### src/rtl/hazard_ctrl_if.sv
// Hazard controller bundle between the core pipeline and hazard_ctrl.
// The core (master) drives the decode/execute status and consumes the
// forward/stall/flush controls. The hazard controller is the slave.
// Optional macro HAZARD_PERF_EN adds the two performance counter outputs.
interface hazard_ctrl_if #(
  parameter int REG_AW = 5
);
  logic              id_valid;
  logic [REG_AW-1:0] rs1_id;
  logic [REG_AW-1:0] rs2_id;
  logic [REG_AW-1:0] rd_id;
  logic              reg_we_id;
  logic              load_id;
  logic              redirect_exe;
  logic [1:0]        fwd_a_sel;
  logic [1:0]        fwd_b_sel;
  logic              stall_if;
  logic              stall_id;
  logic              flush_id;
  logic              bubble_exe;
  logic [1:0]        state_dbg;
`ifdef HAZARD_PERF_EN
  logic [31:0]       perf_stall_cnt;
  logic [31:0]       perf_flush_cnt;

  modport master (
    output id_valid, rs1_id, rs2_id, rd_id, reg_we_id, load_id, redirect_exe,
    input  fwd_a_sel, fwd_b_sel, stall_if, stall_id, flush_id, bubble_exe, state_dbg,
    input  perf_stall_cnt, perf_flush_cnt
  );

  modport slave (
    input  id_valid, rs1_id, rs2_id, rd_id, reg_we_id, load_id, redirect_exe,
    output fwd_a_sel, fwd_b_sel, stall_if, stall_id, flush_id, bubble_exe, state_dbg,
    output perf_stall_cnt, perf_flush_cnt
  );
`else
  modport master (
    output id_valid, rs1_id, rs2_id, rd_id, reg_we_id, load_id, redirect_exe,
    input  fwd_a_sel, fwd_b_sel, stall_if, stall_id, flush_id, bubble_exe, state_dbg
  );

  modport slave (
    input  id_valid, rs1_id, rs2_id, rd_id, reg_we_id, load_id, redirect_exe,
    output fwd_a_sel, fwd_b_sel, stall_if, stall_id, flush_id, bubble_exe, state_dbg
  );
`endif
endinterface

### src/rtl/hazard_ctrl.sv
// Pipeline hazard controller for the 5-stage RV32 core.
// Keeps a shadow copy of the producers in EXE and MEM, registers the operand
// forward selects one cycle ahead of execute, inserts a single bubble on a
// load-use dependency and sequences the IF/ID flush after an EXE redirect.
// The forward selects are computed while the consumer is still in ID, so the
// shadow MEM entry seen then is the WB producer by the time the consumer
// executes; no separate WB shadow entry is needed for that reason.
// Optional macro HAZARD_PERF_EN adds saturating stall/flush cycle counters.
module hazard_ctrl #(
  parameter int REG_AW       = 5,
  parameter int FLUSH_CYCLES = 2
) (
  input  logic       clk,
  input  logic       rst,
  hazard_ctrl_if.slave hz
);

  typedef enum logic [1:0] {
    RUN   = 2'd0,
    STALL = 2'd1,
    FLUSH = 2'd2
  } state_t;

  // Remaining flush cycles after the redirect cycle itself.
  localparam logic [1:0] FLUSH_RELOAD = 2'(FLUSH_CYCLES - 1);

  state_t            state_r, state_next;
  logic [1:0]        cnt_r, cnt_next;
  logic              stall_s, flush_s, load_use_s;
  logic [1:0]        fwd_a_s, fwd_b_s;
  logic [1:0]        fwd_a_r, fwd_b_r;

  logic              exe_valid_r, exe_we_r, exe_load_r;
  logic [REG_AW-1:0] exe_rd_r;
  logic              mem_valid_r, mem_we_r;
  logic [REG_AW-1:0] mem_rd_r;

  // A producer only matches when it is live, writes, and does not target x0.
  function automatic logic rd_match(input logic v, input logic we,
                                    input logic [REG_AW-1:0] rd,
                                    input logic [REG_AW-1:0] rs);
    return v && we && (rd != {REG_AW{1'b0}}) && (rd == rs);
  endfunction

  // Youngest producer wins; a load in EXE cannot forward its ALU result.
  function automatic logic [1:0] fwd_pick(input logic [REG_AW-1:0] rs);
    logic [1:0] sel;
    if (rd_match(exe_valid_r, exe_we_r, exe_rd_r, rs) && !exe_load_r) begin
      sel = 2'd1;
    end else if (rd_match(mem_valid_r, mem_we_r, mem_rd_r, rs)) begin
      sel = 2'd2;
    end else begin
      sel = 2'd0;
    end
    return sel;
  endfunction

  // Load in EXE feeding a source of the instruction currently in ID.
  always_comb begin
    load_use_s = 1'b0;
    if (hz.id_valid && exe_load_r) begin
      load_use_s = rd_match(exe_valid_r, exe_we_r, exe_rd_r, hz.rs1_id) ||
                   rd_match(exe_valid_r, exe_we_r, exe_rd_r, hz.rs2_id);
    end else begin
      load_use_s = 1'b0;
    end
  end

  // FSM next state, flush counter and combinational stall/flush controls.
  always_comb begin
    state_next = state_r;
    cnt_next   = cnt_r;
    stall_s    = 1'b0;
    flush_s    = 1'b0;
    if (rst) begin
      state_next = RUN;
      cnt_next   = 2'd0;
    end else begin
      case (state_r)
        RUN: begin
          if (hz.redirect_exe) begin
            flush_s    = 1'b1;
            cnt_next   = FLUSH_RELOAD;
            state_next = (FLUSH_RELOAD == 2'd0) ? RUN : FLUSH;
          end else if (load_use_s) begin
            stall_s    = 1'b1;
            state_next = STALL;
          end else begin
            state_next = RUN;
          end
        end
        STALL: begin
          if (hz.redirect_exe) begin
            flush_s    = 1'b1;
            cnt_next   = FLUSH_RELOAD;
            state_next = (FLUSH_RELOAD == 2'd0) ? RUN : FLUSH;
          end else begin
            state_next = RUN;
          end
        end
        FLUSH: begin
          flush_s = 1'b1;
          if (hz.redirect_exe) begin
            cnt_next   = FLUSH_RELOAD;
            state_next = (FLUSH_RELOAD == 2'd0) ? RUN : FLUSH;
          end else if (cnt_r <= 2'd1) begin
            cnt_next   = 2'd0;
            state_next = RUN;
          end else begin
            cnt_next   = cnt_r - 2'd1;
            state_next = FLUSH;
          end
        end
        default: begin
          cnt_next   = 2'd0;
          state_next = RUN;
        end
      endcase
    end
  end

  // Forward selects for the instruction about to enter EXE.
  always_comb begin
    fwd_a_s = 2'd0;
    fwd_b_s = 2'd0;
    if (hz.id_valid && !stall_s && !flush_s) begin
      fwd_a_s = fwd_pick(hz.rs1_id);
      fwd_b_s = fwd_pick(hz.rs2_id);
    end else begin
      fwd_a_s = 2'd0;
      fwd_b_s = 2'd0;
    end
  end

  // FSM state and flush counter registers.
  always_ff @(posedge clk or posedge rst) begin
    if (rst) begin
      state_r <= RUN;
      cnt_r   <= 2'd0;
    end else begin
      state_r <= state_next;
      cnt_r   <= cnt_next;
    end
  end

  // Shadow pipeline and registered forward selects.
  always_ff @(posedge clk or posedge rst) begin
    if (rst) begin
      exe_valid_r <= 1'b0;
      exe_we_r    <= 1'b0;
      exe_load_r  <= 1'b0;
      exe_rd_r    <= {REG_AW{1'b0}};
      mem_valid_r <= 1'b0;
      mem_we_r    <= 1'b0;
      mem_rd_r    <= {REG_AW{1'b0}};
      fwd_a_r     <= 2'd0;
      fwd_b_r     <= 2'd0;
    end else begin
      mem_valid_r <= exe_valid_r;
      mem_we_r    <= exe_we_r;
      mem_rd_r    <= exe_rd_r;
      if (stall_s || flush_s) begin
        exe_valid_r <= 1'b0;
        exe_we_r    <= 1'b0;
        exe_load_r  <= 1'b0;
        exe_rd_r    <= {REG_AW{1'b0}};
      end else begin
        exe_valid_r <= hz.id_valid;
        exe_we_r    <= hz.reg_we_id;
        exe_load_r  <= hz.load_id;
        exe_rd_r    <= hz.rd_id;
      end
      fwd_a_r <= fwd_a_s;
      fwd_b_r <= fwd_b_s;
    end
  end

  assign hz.fwd_a_sel  = fwd_a_r;
  assign hz.fwd_b_sel  = fwd_b_r;
  assign hz.stall_if   = stall_s;
  assign hz.stall_id   = stall_s;
  assign hz.flush_id   = flush_s;
  assign hz.bubble_exe = stall_s || flush_s;
  assign hz.state_dbg  = state_r;

`ifdef HAZARD_PERF_EN
  logic [31:0] perf_stall_r, perf_flush_r;

  // Saturating counts of stall and flush cycles.
  always_ff @(posedge clk or posedge rst) begin
    if (rst) begin
      perf_stall_r <= 32'd0;
      perf_flush_r <= 32'd0;
    end else begin
      if (stall_s && (perf_stall_r != 32'hFFFF_FFFF)) begin
        perf_stall_r <= perf_stall_r + 32'd1;
      end
      if (flush_s && (perf_flush_r != 32'hFFFF_FFFF)) begin
        perf_flush_r <= perf_flush_r + 32'd1;
      end
    end
  end

  assign hz.perf_stall_cnt = perf_stall_r;
  assign hz.perf_flush_cnt = perf_flush_r;
`endif

endmodule

### src/flat_wrapper.sv
// flat-port wrapper written by rule: the top's interface ports become plain ports
module hazard_ctrl_flat 
#(
  parameter int REG_AW       = 5,
  parameter int FLUSH_CYCLES = 2
)
  (clk, rst, hz_id_valid, hz_rs1_id, hz_rs2_id, hz_rd_id, hz_reg_we_id, hz_load_id, hz_redirect_exe, hz_fwd_a_sel, hz_fwd_b_sel, hz_stall_if, hz_stall_id, hz_flush_id, hz_bubble_exe, hz_state_dbg);
  hazard_ctrl_if #(.REG_AW(REG_AW)) hz_i ();
  input  logic clk;
  input  logic rst;
  input wire logic [$bits(hz_i.id_valid)-1:0] hz_id_valid;
  input wire logic [$bits(hz_i.rs1_id)-1:0] hz_rs1_id;
  input wire logic [$bits(hz_i.rs2_id)-1:0] hz_rs2_id;
  input wire logic [$bits(hz_i.rd_id)-1:0] hz_rd_id;
  input wire logic [$bits(hz_i.reg_we_id)-1:0] hz_reg_we_id;
  input wire logic [$bits(hz_i.load_id)-1:0] hz_load_id;
  input wire logic [$bits(hz_i.redirect_exe)-1:0] hz_redirect_exe;
  output wire logic [$bits(hz_i.fwd_a_sel)-1:0] hz_fwd_a_sel;
  output wire logic [$bits(hz_i.fwd_b_sel)-1:0] hz_fwd_b_sel;
  output wire logic [$bits(hz_i.stall_if)-1:0] hz_stall_if;
  output wire logic [$bits(hz_i.stall_id)-1:0] hz_stall_id;
  output wire logic [$bits(hz_i.flush_id)-1:0] hz_flush_id;
  output wire logic [$bits(hz_i.bubble_exe)-1:0] hz_bubble_exe;
  output wire logic [$bits(hz_i.state_dbg)-1:0] hz_state_dbg;
  assign hz_i.id_valid = hz_id_valid;
  assign hz_i.rs1_id = hz_rs1_id;
  assign hz_i.rs2_id = hz_rs2_id;
  assign hz_i.rd_id = hz_rd_id;
  assign hz_i.reg_we_id = hz_reg_we_id;
  assign hz_i.load_id = hz_load_id;
  assign hz_i.redirect_exe = hz_redirect_exe;
  assign hz_fwd_a_sel = hz_i.fwd_a_sel;
  assign hz_fwd_b_sel = hz_i.fwd_b_sel;
  assign hz_stall_if = hz_i.stall_if;
  assign hz_stall_id = hz_i.stall_id;
  assign hz_flush_id = hz_i.flush_id;
  assign hz_bubble_exe = hz_i.bubble_exe;
  assign hz_state_dbg = hz_i.state_dbg;
  hazard_ctrl #(.REG_AW(REG_AW), .FLUSH_CYCLES(FLUSH_CYCLES)) u_core (.clk(clk), .rst(rst), .hz(hz_i));
endmodule
### config.mk
export PLATFORM = sky130hd
export DESIGN_NAME = hazard_ctrl_flat
export DESIGN_NICKNAME = d
export VERILOG_FILES = /design/src/rtl/hazard_ctrl_if.sv /design/src/rtl/hazard_ctrl.sv /design/src/flat_wrapper.sv
export SDC_FILE = /design/constraint.sdc
export NUM_CORES = 1
export LEC_CHECK = 0
export CAP_MARGIN = 10
export CORE_UTILIZATION = 40
export CTS_CLUSTER_SIZE = 25
export DETAILED_ROUTE_END_ITERATION = 8
export GPL_ROUTABILITY_DRIVEN = 0
export PLACE_DENSITY = 0.69
export SLEW_MARGIN = 20
export SYNTH_ARGS = -nofsm -noshare
export SYNTH_HDL_FRONTEND = slang
export SYNTH_SLANG_ARGS = --single-unit
### constraint.sdc
create_clock -name clk -period 2.34 [get_ports clk]
set_clock_uncertainty 0.05 [all_clocks]
set_input_delay 0.468 -clock clk [delete_from_list [all_inputs] [get_ports clk]]
set_output_delay 0.468 -clock clk [all_outputs]
set_load 0.01 [all_outputs]
==> results.md, run 1 <==
* Iter 0 DRT Violations at 11
* Crit Path Max Fanout at 4
* Mapped Cells at 100
* Total Routing Usage GR at 19.0%
* Unrepaired setup endpoints after global routing: true
* Final worst path period share at 105%
* Critical path arrival at 1.93 ns
* Die ar. at between 2000 and 3000 µm²
* Reg2reg path depth at 7
* Seq/Total Area, Yosys at 54.4%
* Commonest cells after routing, fill and taps aside: buf_4, clkdlybuf4s50_1, dfrtp_1
* DRC viols at 0
* Via density at about 4.9
* Leakage power figure at 0.757 nW
* Layout cells sized above 1 at 27.6%
* Total power at 0.778 mW
* Top Ports at 31
* Synth warnings at 0
* CTS sink cnt at 23
* Max-cap violations at 0
* Antenna cells at 0
* Max Transition Viols Final at 0
* Worst-Margin Slew at ~0.29 ns
* Hold Path Origin: u_core.exe_valid_r
* ANT nets after route at 0
* Final number of setup-violating endpoints at 3
* CTS tree: yes
* WHS Path Cells at 0
* Min-Delay Endpoint: u_core.mem_valid_r
* Horiz. Die Dim at around 53 µm
* Clock Latency Late Sink at 0.32 ns
* Reg-to-Reg Start: u_core.exe_rd_r[3]
* Post-synthesis mux area share at 0%
* Initial Util at 42.3%
* Critical path class: in2out
* Global route overflow at 0
* Placed inst area at between 1500 and 2000 µm²
* Hold crit path type: reg2reg
* Post-Syn Area at 1060 µm²
* Final hold viol count at 0
* CTS Buf Count at 3
* WL/cell at 12.9 µm
* Max_slew headroom at 80.7%
* Commonest non-fill, non-tap cell in the layout: buf_4
* Synth Area in Compound Gates at ~6.6%
* Hold Buf Count CTS at 0
* Status: finished with violations
* Core Box Area at 2500 µm²
* Largest net degree at the start of global routing at 24
* Total wire length at around 2400 µm
* Synth Area in Adders at 0%
* Post-synthesis cell type count at 24
* Worst R2R Setup Slack at around 0.41 ns
* Die height at roughly 53 µm
* Fin crit period at ~2.4 ns
* Largest family of logic cells by synthesized area: simple AND/OR/NAND/NOR gates
* Syn_nets at 121
* Max VDD drop at 0.000393 V
* CP startpoint kind: input port
* Setup crit end kind: output pin
* Clock slew at reported path FFs at roughly 0.12 ns
* Dpl ws at -0.617 ns
* I/O Buffers at 30
* Failing checks: negative setup slack
* Fin area at about 1600 µm²
* Final worst setup slack at -0.108 ns
* PD cells at 482 nW/µm²
* FP Rows at 18
* Mapped Avg Cell Area at about 11 µm²
* H-tree levels at 1
* Simple-gate share of the synthesized area at between 10% and 20%
* Routed via count at a little over 900
* Synth Register Bits at 23
* Synth Area in XOR/XNOR at 16.5%
* P&R area growth vs syn at 52.5%
* Initial antenna violation count at 0
* CTS Buffer Depth at 2
* R2r endpoint: u_core.hz.fwd_a_sel[1]
* Max Clk Rate at roughly 400 MHz
* Vias in the first global route at 876
* First-pass DRT Iterations at 3
* First-pass GRT wire length at 3740 µm
* DPL Wire Length at ~1900 µm
* Critical Path RT at 1.82 ns
* Clock root buffer: clkbuf_4
* Post-layout nets at 178
## how the worst max path moves through the flow
stage | cells past startpoint | endpoint | startpoint
4_1_cts | 6 | hz_bubble_exe | u_core.exe_rd_r[3]
3_3_place_gp | 7 | hz_bubble_exe | hz_redirect_exe
2_1_floorplan | 4 | hz_bubble_exe | rst
5_1_grt | 7 | hz_bubble_exe | rst
3_5_place_dp | 7 | hz_bubble_exe | hz_redirect_exe
6_report | 7 | hz_bubble_exe | rst
## cell type report
type                            count  area, µm²
Inverter                            3       11.3
Clock buffer                        3       22.5
Fill cell                         194        886
Sequential cell                    23        576
Tap cell                           30       37.5
Clock inverter                      1       5.00
Timing Repair Buffer               55        478
Multi-Input combinational cell     71        484
## stage by stage
| step | TNS (ns) | util [%] | hold WS (ns) | instances |
|---|---|---|---|---|
| after floorplan | 0 | - | 0.321 | 100 |
| after global placement | -1.58 | 62.2 | 0.326 | 181 |
| after detailed placement | -1.76 | 62.2 | 0.334 | 181 |
| after CTS | -0.127 | 64.0 | 0.363 | 186 |
| after global routing | -0.434 | 64.6 | 0.371 | 186 |
| final | -0.158 | 64.6 | 0.359 | 186 |
## registers in the layout, summed over array words and instances (netlist names)
signal,cells
u_core.exe_valid_r,1
u_core.exe_load_r,1
u_core.hz.state_dbg,2
u_core.exe_rd_r,5
u_core.cnt_r,2
u_core.hz.fwd_a_sel,2
u_core.exe_we_r,1
u_core.hz.fwd_b_sel,2
u_core.mem_rd_r,5
u_core.mem_we_r,1
u_core.mem_valid_r,1
## Yosys cell counts
master | count | area share, %
dfrtp_1 | 23 | 54
nor2_1 | 15 | 5.3
xor2_1 | 12 | 9.9
nand2_1 | 10 | 3.5
xnor2_1 | 8 | 6.6
nor3_1 | 6 | 2.8
inv_1 | 3 | 1.1
nand3_1 | 3 | 1.4
o2111ai_1 | 2 | 1.7
o21ai_0 | 2 | 0.95
or2_2 | 2 | 1.2
or4_1 | 2 | 1.4
a211o_1 | 1 | 0.83
a21oi_1 | 1 | 0.47
a21oi_2 | 1 | 0.83
and3_1 | 1 | 0.59
buf_4 | 1 | 0.71
buf_6 | 1 | 1.1
clkbuf_1 | 1 | 0.35
nand2b_1 | 1 | 0.59
nand4b_1 | 1 | 0.83
nor3_4 | 1 | 1.5
o211ai_1 | 1 | 0.71
o211ai_2 | 1 | 1.2
## report_power, final
group          internal, mW  total, mW  leakage, nW  switching, mW
registers             0.417      0.433        0.295         0.0160
logic                0.0908      0.158        0.444         0.0674
clock network        0.0641      0.187       0.0177          0.123
## layer usage
layer | track usage (%) | vias to the layer above | share of wire [%]
met1 | 23.2 | 436 | 43
met2 | 29.6 | 25 | 50
met4 | 11.0 | 0 | 2.5
met5 | 0 | - | 0
li1 | - | 443 | -
met3 | 5.17 | 7 | 4.2
## kinds of logic after synthesis
family / count (synthesis)
buf+inv: 6
xor+xnor: 20
flops: 23
simple gates: 42
compound gates: 9
## what timing repair did
action	CTS	global route
pin swaps	5	4
gates resized for setup	20	4
setup buffers	1	0
setup endpoints to repair	4	4
## critical path, cell delays in order
cell,delay [ns]
dlygate4sd2_1,0.26
nor2_2,0.15
nand3_1,0.08
or4_4,0.55
a21oi_4,0.17
nand2b_4,0.15
buf_6,0.09
Note: power is estimated with default switching activity, not from simulation.
==> run 2: changes to the inputs <==
==> constraint.sdc (replaced) <==
create_clock -name clk -period 2.34 [get_ports clk]
set_clock_uncertainty 0.05 [all_clocks]
set_input_delay 0.234 -clock clk [delete_from_list [all_inputs] [get_ports clk]]
set_output_delay 0.234 -clock clk [all_outputs]
set_load 0.1 [all_outputs]
==> run 2 against run 1 <==
Compared with the run above: the flow now finishes without violations; sequential power barely moved; hold slack got worse by 0.067 ns; global-route usage down 2.1 points; core utilization is 3.4 points lower; cell area decreased by 5.3%; sequential cell count is the same; largest power group unchanged; combinational power increased by 3%.
==> results.md, run 2 (synthesis results as in run 1) <==
* Clock root buffer: clkbuf_4 (unchanged)
* Worst-Margin Slew at 0.487 ns (was 0.289 ns)
* Dpl ws at 0.143 ns (was -0.617 ns)
* Clk network pwr share at 23.8% (was 24.1%)
* Reg power frac at 55.4% (was 55.6%)
* Sw Share at 27.9% (was 26.6%)
* DPL Wire Length at 1590 µm (was 1900 µm)
* DRC viols at 0 (unchanged)
* Post-layout nets at 164 (was 178)
* CTS sink cnt at 23 (unchanged)
* Cell Chain, Critical Path: or4_4 > o211ai_2 > or4_1 > a21oi_2 > nand2b_4 > buf_12 (was dlygate4sd2_1 > nor2_2 > nand3_1 > or4_4 > a21oi_4 > nand2b_4 > buf_6)
* Crit Path Max Fanout at 3 (was 4)
* Largest stage delay on the critical path at 0.54 ns (was 0.55 ns)
* Final worst path period share at 96.1% (was 105%)
* CP startpoint kind: flip-flop (was input port)
* Max VDD drop at 0.000416 V (was 0.000393 V)
* P_sw at 0.219 mW (was 0.207 mW)
* Initial antenna violation count at 0 (unchanged)
* Via density at 4.85 (was 4.90)
* WHS at 0.292 ns (was 0.359 ns)
* Commonest cells after routing, fill and taps aside: dfrtp_1, clkdlybuf4s50_1, buf_4 (was buf_4, clkdlybuf4s50_1, dfrtp_1)
* Max Clk Rate at 445 MHz (was 408 MHz)
* Logic gate share of total power at 20.8% (was 20.3%)
* Critical path class: reg2out (was in2out)
* Setup_tns at 0 ns (was -0.158 ns)
* ANT nets after route at 0 (unchanged)
* CTS Buf Count at 3 (unchanged)
* Iter 0 DRT Violations at 24 (was 11)
* Global route overflow at 0 (unchanged)
* Hold crit path type: in2async (was reg2reg)
* I/O Buffers at 30 (unchanged)
* Largest net degree at the start of global routing at 24 (unchanged)
* Antenna cells at 0 (unchanged)
* Total Routing Usage GR at 16.9% (was 19.0%)
* Fin crit period at 2.25 ns (was 2.45 ns)
* Clock slew at reported path FFs at 0.13 ns (was 0.12 ns)
* Leakage power figure at 0.689 nW (was 0.757 nW)
* Vias in the first global route at 798 (was 876)
* Unrepaired setup endpoints after global routing: true (unchanged)
* Non-Filler Instances at 172 (was 186)
* Max Transition Viols Final at 0 (unchanged)
* Final worst setup slack at 0.0904 ns (was -0.108 ns)
* Top delay family on crit path: simple AND/OR/NAND/NOR gates (unchanged)
* WL/cell at 12.1 µm (was 12.9 µm)
* First-pass DRT Iterations at 4 (was 3)
* Core Box Area at 2500 µm² (unchanged)
* P&R area growth vs syn at 44.4% (was 52.5%)
* Setup crit end kind: output pin (unchanged)
* Max-cap violations at 0 (unchanged)
* Critical path arrival at 1.97 ns (was 1.93 ns)
* Internal power at 0.564 mW (was 0.572 mW)
* Initial Util at 42.3% (unchanged)
* Buf/Inv on CP at 1 (was 2)
* Total wire length at 2080 µm (was 2400 µm)
* Critical Path RT at 2.06 ns (was 1.82 ns)
* Horiz. Die Dim at 53.4 µm (unchanged)
* H-tree levels at 1 (unchanged)
* Die ar. at 2860 µm² (unchanged)
* PD cells at 512 nW/µm² (was 482 nW/µm²)
* Commonest non-fill, non-tap cell in the layout: dfrtp_1 (was buf_4)
* Layout cells sized above 1 at 23.9% (was 27.6%)
* Hold Buf Count CTS at 0 (unchanged)
* Status: finished clean (was finished with violations)
* Total power at 0.782 mW (was 0.778 mW)
* First-pass GRT wire length at 3360 µm (was 3740 µm)
* Final hold viol count at 0 (unchanged)
* Largest registers: u_core.exe_rd_r: 5 flops, u_core.mem_rd_r: 5 flops (unchanged)
* Clock Latency Late Sink at 0.31 ns (was 0.32 ns)
* Final number of setup-violating endpoints at 0 (was 3)
* Max_slew headroom at 67.4% (was 80.7%)
* Placed cells at 162 (was 181)
* CTS Buffer Depth at 2 (unchanged)
* FP Rows at 18 (unchanged)
* Routed via count at 835 (was 911)
* Critical-path top delay cell: or4_4 (unchanged)
* Top Ports at 31 (unchanged)
* Die height at 53.4 µm (unchanged)
* CTS tree: yes (unchanged)
-- run 2: final cells by class --
type / instances / area [µm²]
sequential: 23 / 578
tap: 30 / 37.5
multi-input combinational: 71 / 460
clock buffer: 3 / 22.5
clock inverter: 1 / 7.51
inverter: 3 / 11.3
timing repair buffer: 41 / 412
fill: 203 / 971
-- run 2: per-layer routing --
layer  GRT usage [%]  share of wire, %  vias to the layer above
met3            6.03               5.5                        4
met1            20.3                43                      391
met2            28.5                50                       26
met4            3.95               1.1                        0
li1                -                 -                      414
met5               0                 0                        -
-- run 2: path summary, 6_finish.rpt --
path / start / to / slack, ns / cells after the start
worst max-delay path: u_core.exe_rd_r[0] / hz_bubble_exe / 0.09 / 6
worst min-delay path: rst / u_core.cnt_r[0] / 0.29 / 3
worst max register to register: u_core.exe_rd_r[0] / u_core.hz.fwd_a_sel[1] / 0.40 / 7
worst min register to register: u_core.exe_valid_r / u_core.mem_valid_r / 0.35 / 0
max in group asynchronous: rst / u_core.hz.state_dbg[0] / 1.71 / 3
min in group clk: u_core.exe_valid_r / u_core.mem_valid_r / 0.35 / 0
-- run 2: timing repair --
action,CTS,global route
gates resized for setup,1,2
buffers inserted,3,3
pin swaps,0,4
endpoints found under the setup margin,3,3
-- run 2: worst register-to-register path, cell delays in order (launching register included) --
cell      delay, ns
dfrtp_1        0.40
or4_4          0.54
o211ai_2       0.19
or4_1          0.14
a21oi_2        0.05
buf_4          0.14
buf_4          0.13
nor3_1         0.21
-- run 2: power by group through the flow --
| stage | Sequential [mW] | Combinational, mW | Clock (mW) |
|---|---|---|---|
| after CTS | 0.433 | 0.160 | 0.191 |
| final | 0.433 | 0.163 | 0.186 |
| after floorplan | 0.446 | 0.0779 | 0 |
| after global placement | 0.443 | 0.151 | 0 |
| after global routing | 0.436 | 0.179 | 0.211 |
| after detailed placement | 0.445 | 0.151 | 0 |
-- run 2: through the flow --
stage	cell area [µm²]	util, %
3_5_place_dp	1440	57.7
4_1_cts	1500	59.9
2_1_floorplan	1060	-
3_3_place_gp	1440	57.7
6_report	1530	61.2
5_1_grt	1530	61.2
==> run 3: changes to the inputs <==
CORE_ASPECT_RATIO = 1.25   (was default)
==> run 3 against run 2 <==
Compared with the run above: sequential power is essentially flat; non-clock buffer count is 1 lower; clock power about the same; core utilization is 0.56 points higher; final cell count is 1.2% higher.
==> results.md, run 3 (synthesis results as in run 1) <==
* First-pass GRT wire length at 3280 µm (was 3360 µm)
* Critical path arrival at 1.95 ns (was 1.97 ns)
* Vias in the first global route at 779 (was 798)
* Reg-to-Reg Start: u_core.exe_rd_r[0] (unchanged)
* Max-cap violations at 0 (unchanged)
* Clock Latency Late Sink at 0.31 ns (about the same)
* Routed via count at 827 (was 835)
* Final number of setup-violating endpoints at 0 (unchanged)
* Busiest grt layer: met2 (unchanged)
* Initial antenna violation count at 0 (unchanged)
* M1 GR Usage at 21.1% (was 20.3%)
* Largest net degree at the start of global routing at 24 (unchanged)
* First-pass DRT Iterations at 4 (unchanged)
* Non-Filler Instances at 174 (was 172)
* CTS Buffer Depth at 2 (unchanged)
* Global route overflow at 0 (unchanged)
* Critical path class: reg2out (unchanged)
* P&R area growth vs syn at 44.4% (unchanged)
* Max Clk Rate at 447 MHz (was 445 MHz)
* Top Ports at 31 (unchanged)
* Layout cells sized above 1 at 23.4% (was 23.9%)
* PD cells at 509 nW/µm² (was 512 nW/µm²)
* Setup crit end kind: output pin (unchanged)
* Leakage power figure at 0.686 nW (was 0.689 nW)
* Largest registers: u_core.exe_rd_r: 5 flops, u_core.mem_rd_r: 5 flops (unchanged)
* Crit Path Max Fanout at 3 (unchanged)
* Critical Path RT at 2.06 ns (about the same)
* WL/cell at 11.3 µm (was 12.1 µm)
* Total Routing Usage GR at 16.6% (was 16.9%)
* CTS tree: yes (unchanged)
* WHS at 0.292 ns (about the same)
* Max_slew headroom at 80.7% (was 67.4%)
* Clock slew at reported path FFs at 0.12 ns (was 0.13 ns)
* Final hold viol count at 0 (unchanged)
* Core Box Area at 2480 µm² (was 2500 µm²)
* CTS sink cnt at 23 (unchanged)
* Final worst path period share at 95.6% (was 96.1%)
* Max VDD drop at 0.000407 V (was 0.000416 V)
* Die ar. at 2860 µm² (about the same)
* CP startpoint kind: flip-flop (unchanged)
* Unrepaired setup endpoints after global routing: true (unchanged)
* Post-layout nets at 163 (was 164)
* Commonest cells after routing, fill and taps aside: dfrtp_1, clkdlybuf4s50_1, nor2_1 (was dfrtp_1, clkdlybuf4s50_1, buf_4)
* Via density at 4.75 (was 4.85)
* Commonest non-fill, non-tap cell in the layout: dfrtp_1 (unchanged)
* I/O Buffers at 30 (unchanged)
* Initial Util at 42.7% (was 42.3%)
* Hold crit path type: in2async (unchanged)
* DRC viols at 0 (unchanged)
* Fin crit period at 2.24 ns (was 2.25 ns)
* CTS Buf Count at 3 (unchanged)
* Total wire length at 1970 µm (was 2080 µm)
* H-tree levels at 1 (unchanged)
* Worst-Margin Slew at 0.290 ns (was 0.487 ns)
* Global-route met2 utilization at 26.8% (was 28.5%)
* Horiz. Die Dim at 48.0 µm (was 53.4 µm)
* Met3 usage in global routing at 3.66% (was 6.03%)
* Die height at 59.5 µm (was 53.4 µm)
* Antenna cells at 0 (unchanged)
* Crit. Startpoint: u_core.exe_rd_r[0] (unchanged)
* DPL Wire Length at 1520 µm (was 1590 µm)
* ANT nets after route at 0 (unchanged)
* Max Transition Viols Final at 0 (unchanged)
* FP Rows at 20 (was 18)
* Status: finished clean (unchanged)
* Iter 0 DRT Violations at 29 (was 24)
* Placed cells at 164 (was 162)
* Filler cells at 203 (unchanged)
* Clock root buffer: clkbuf_4 (unchanged)
## run 3: cell count changes in the layout (fill, tap and decap cells not counted), sizes merged
cell | before | now
buf | 21 | 20
## run 3: critical path, cell delays in order (launching register included)
cell and delay (ns):
dfrtp_1 0.42, buf_6 0.13, xor2_1 0.15, nor3_1 0.19
nand3_1 0.17, a21oi_2 0.25, nand2b_4 0.17, buf_12 0.17
## run 3: path summary, 6_finish.rpt
kind / cells past startpoint / slack [ns] / to
max in group asynchronous: 3 / 1.71 / u_core.hz.state_dbg[0]
hold reg to reg: 0 / 0.35 / u_core.mem_valid_r
hold / removal: 3 / 0.29 / u_core.cnt_r[0]
min in group clk: 0 / 0.35 / u_core.mem_valid_r
setup reg to reg: 7 / 0.52 / u_core.exe_rd_r[3]
setup / recovery: 7 / 0.10 / hz_bubble_exe
## run 3: cell type report
type | count | area [µm²] | share of cell area (%)
flip-flops and latches | 23 | 578 | 37.8
multi-input cells | 71 | 460 | 30.1
repair buffers | 40 | 408 | 26.7
well taps | 33 | 41.3 | 2.70
clock buffers | 3 | 22.5 | 1.47
inverters | 3 | 11.3 | 0.736
clock inverters | 1 | 7.51 | 0.491
## run 3: routing by layer
layer  vias to the layer above  routed length (µm)
met1                       380                 811
met5                         -                   0
met4                         0                  12
met2                        32                1030
li1                        413                   -
met3                         2                 115
## run 3: per-stage QoR
| step | power (mW) | setup WS [ns] | area [µm²] | setup TNS, ns | util (%) |
|---|---|---|---|---|---|
| after global routing | 0.820 | -0.0589 | 1530 | -0.172 | 61.7 |
| after global placement | 0.592 | 0.171 | 1440 | 0 | 58.0 |
| final | 0.778 | 0.104 | 1530 | 0 | 61.7 |
| after detailed placement | 0.594 | 0.166 | 1440 | 0 | 58.0 |
| after CTS | 0.782 | 0.0590 | 1500 | 0 | 60.5 |
| after floorplan | 0.524 | 0.0679 | 1060 | 0 | - |
## run 3: what timing repair did
action	4_1_cts	5_1_grt
pin swaps	0	2
hold buffers	0	0
resized for setup	0	4
endpoints found under the setup margin	3	3
buffers inserted	4	2
## run 3: power by group
group / leakage [nW] / switching (mW) / internal, mW / total (mW)
Combinational: 0.380 / 0.0811 / 0.0816 / 0.163
Sequential: 0.292 / 0.0158 / 0.417 / 0.433
Clock: 0.0139 / 0.117 / 0.0651 / 0.183
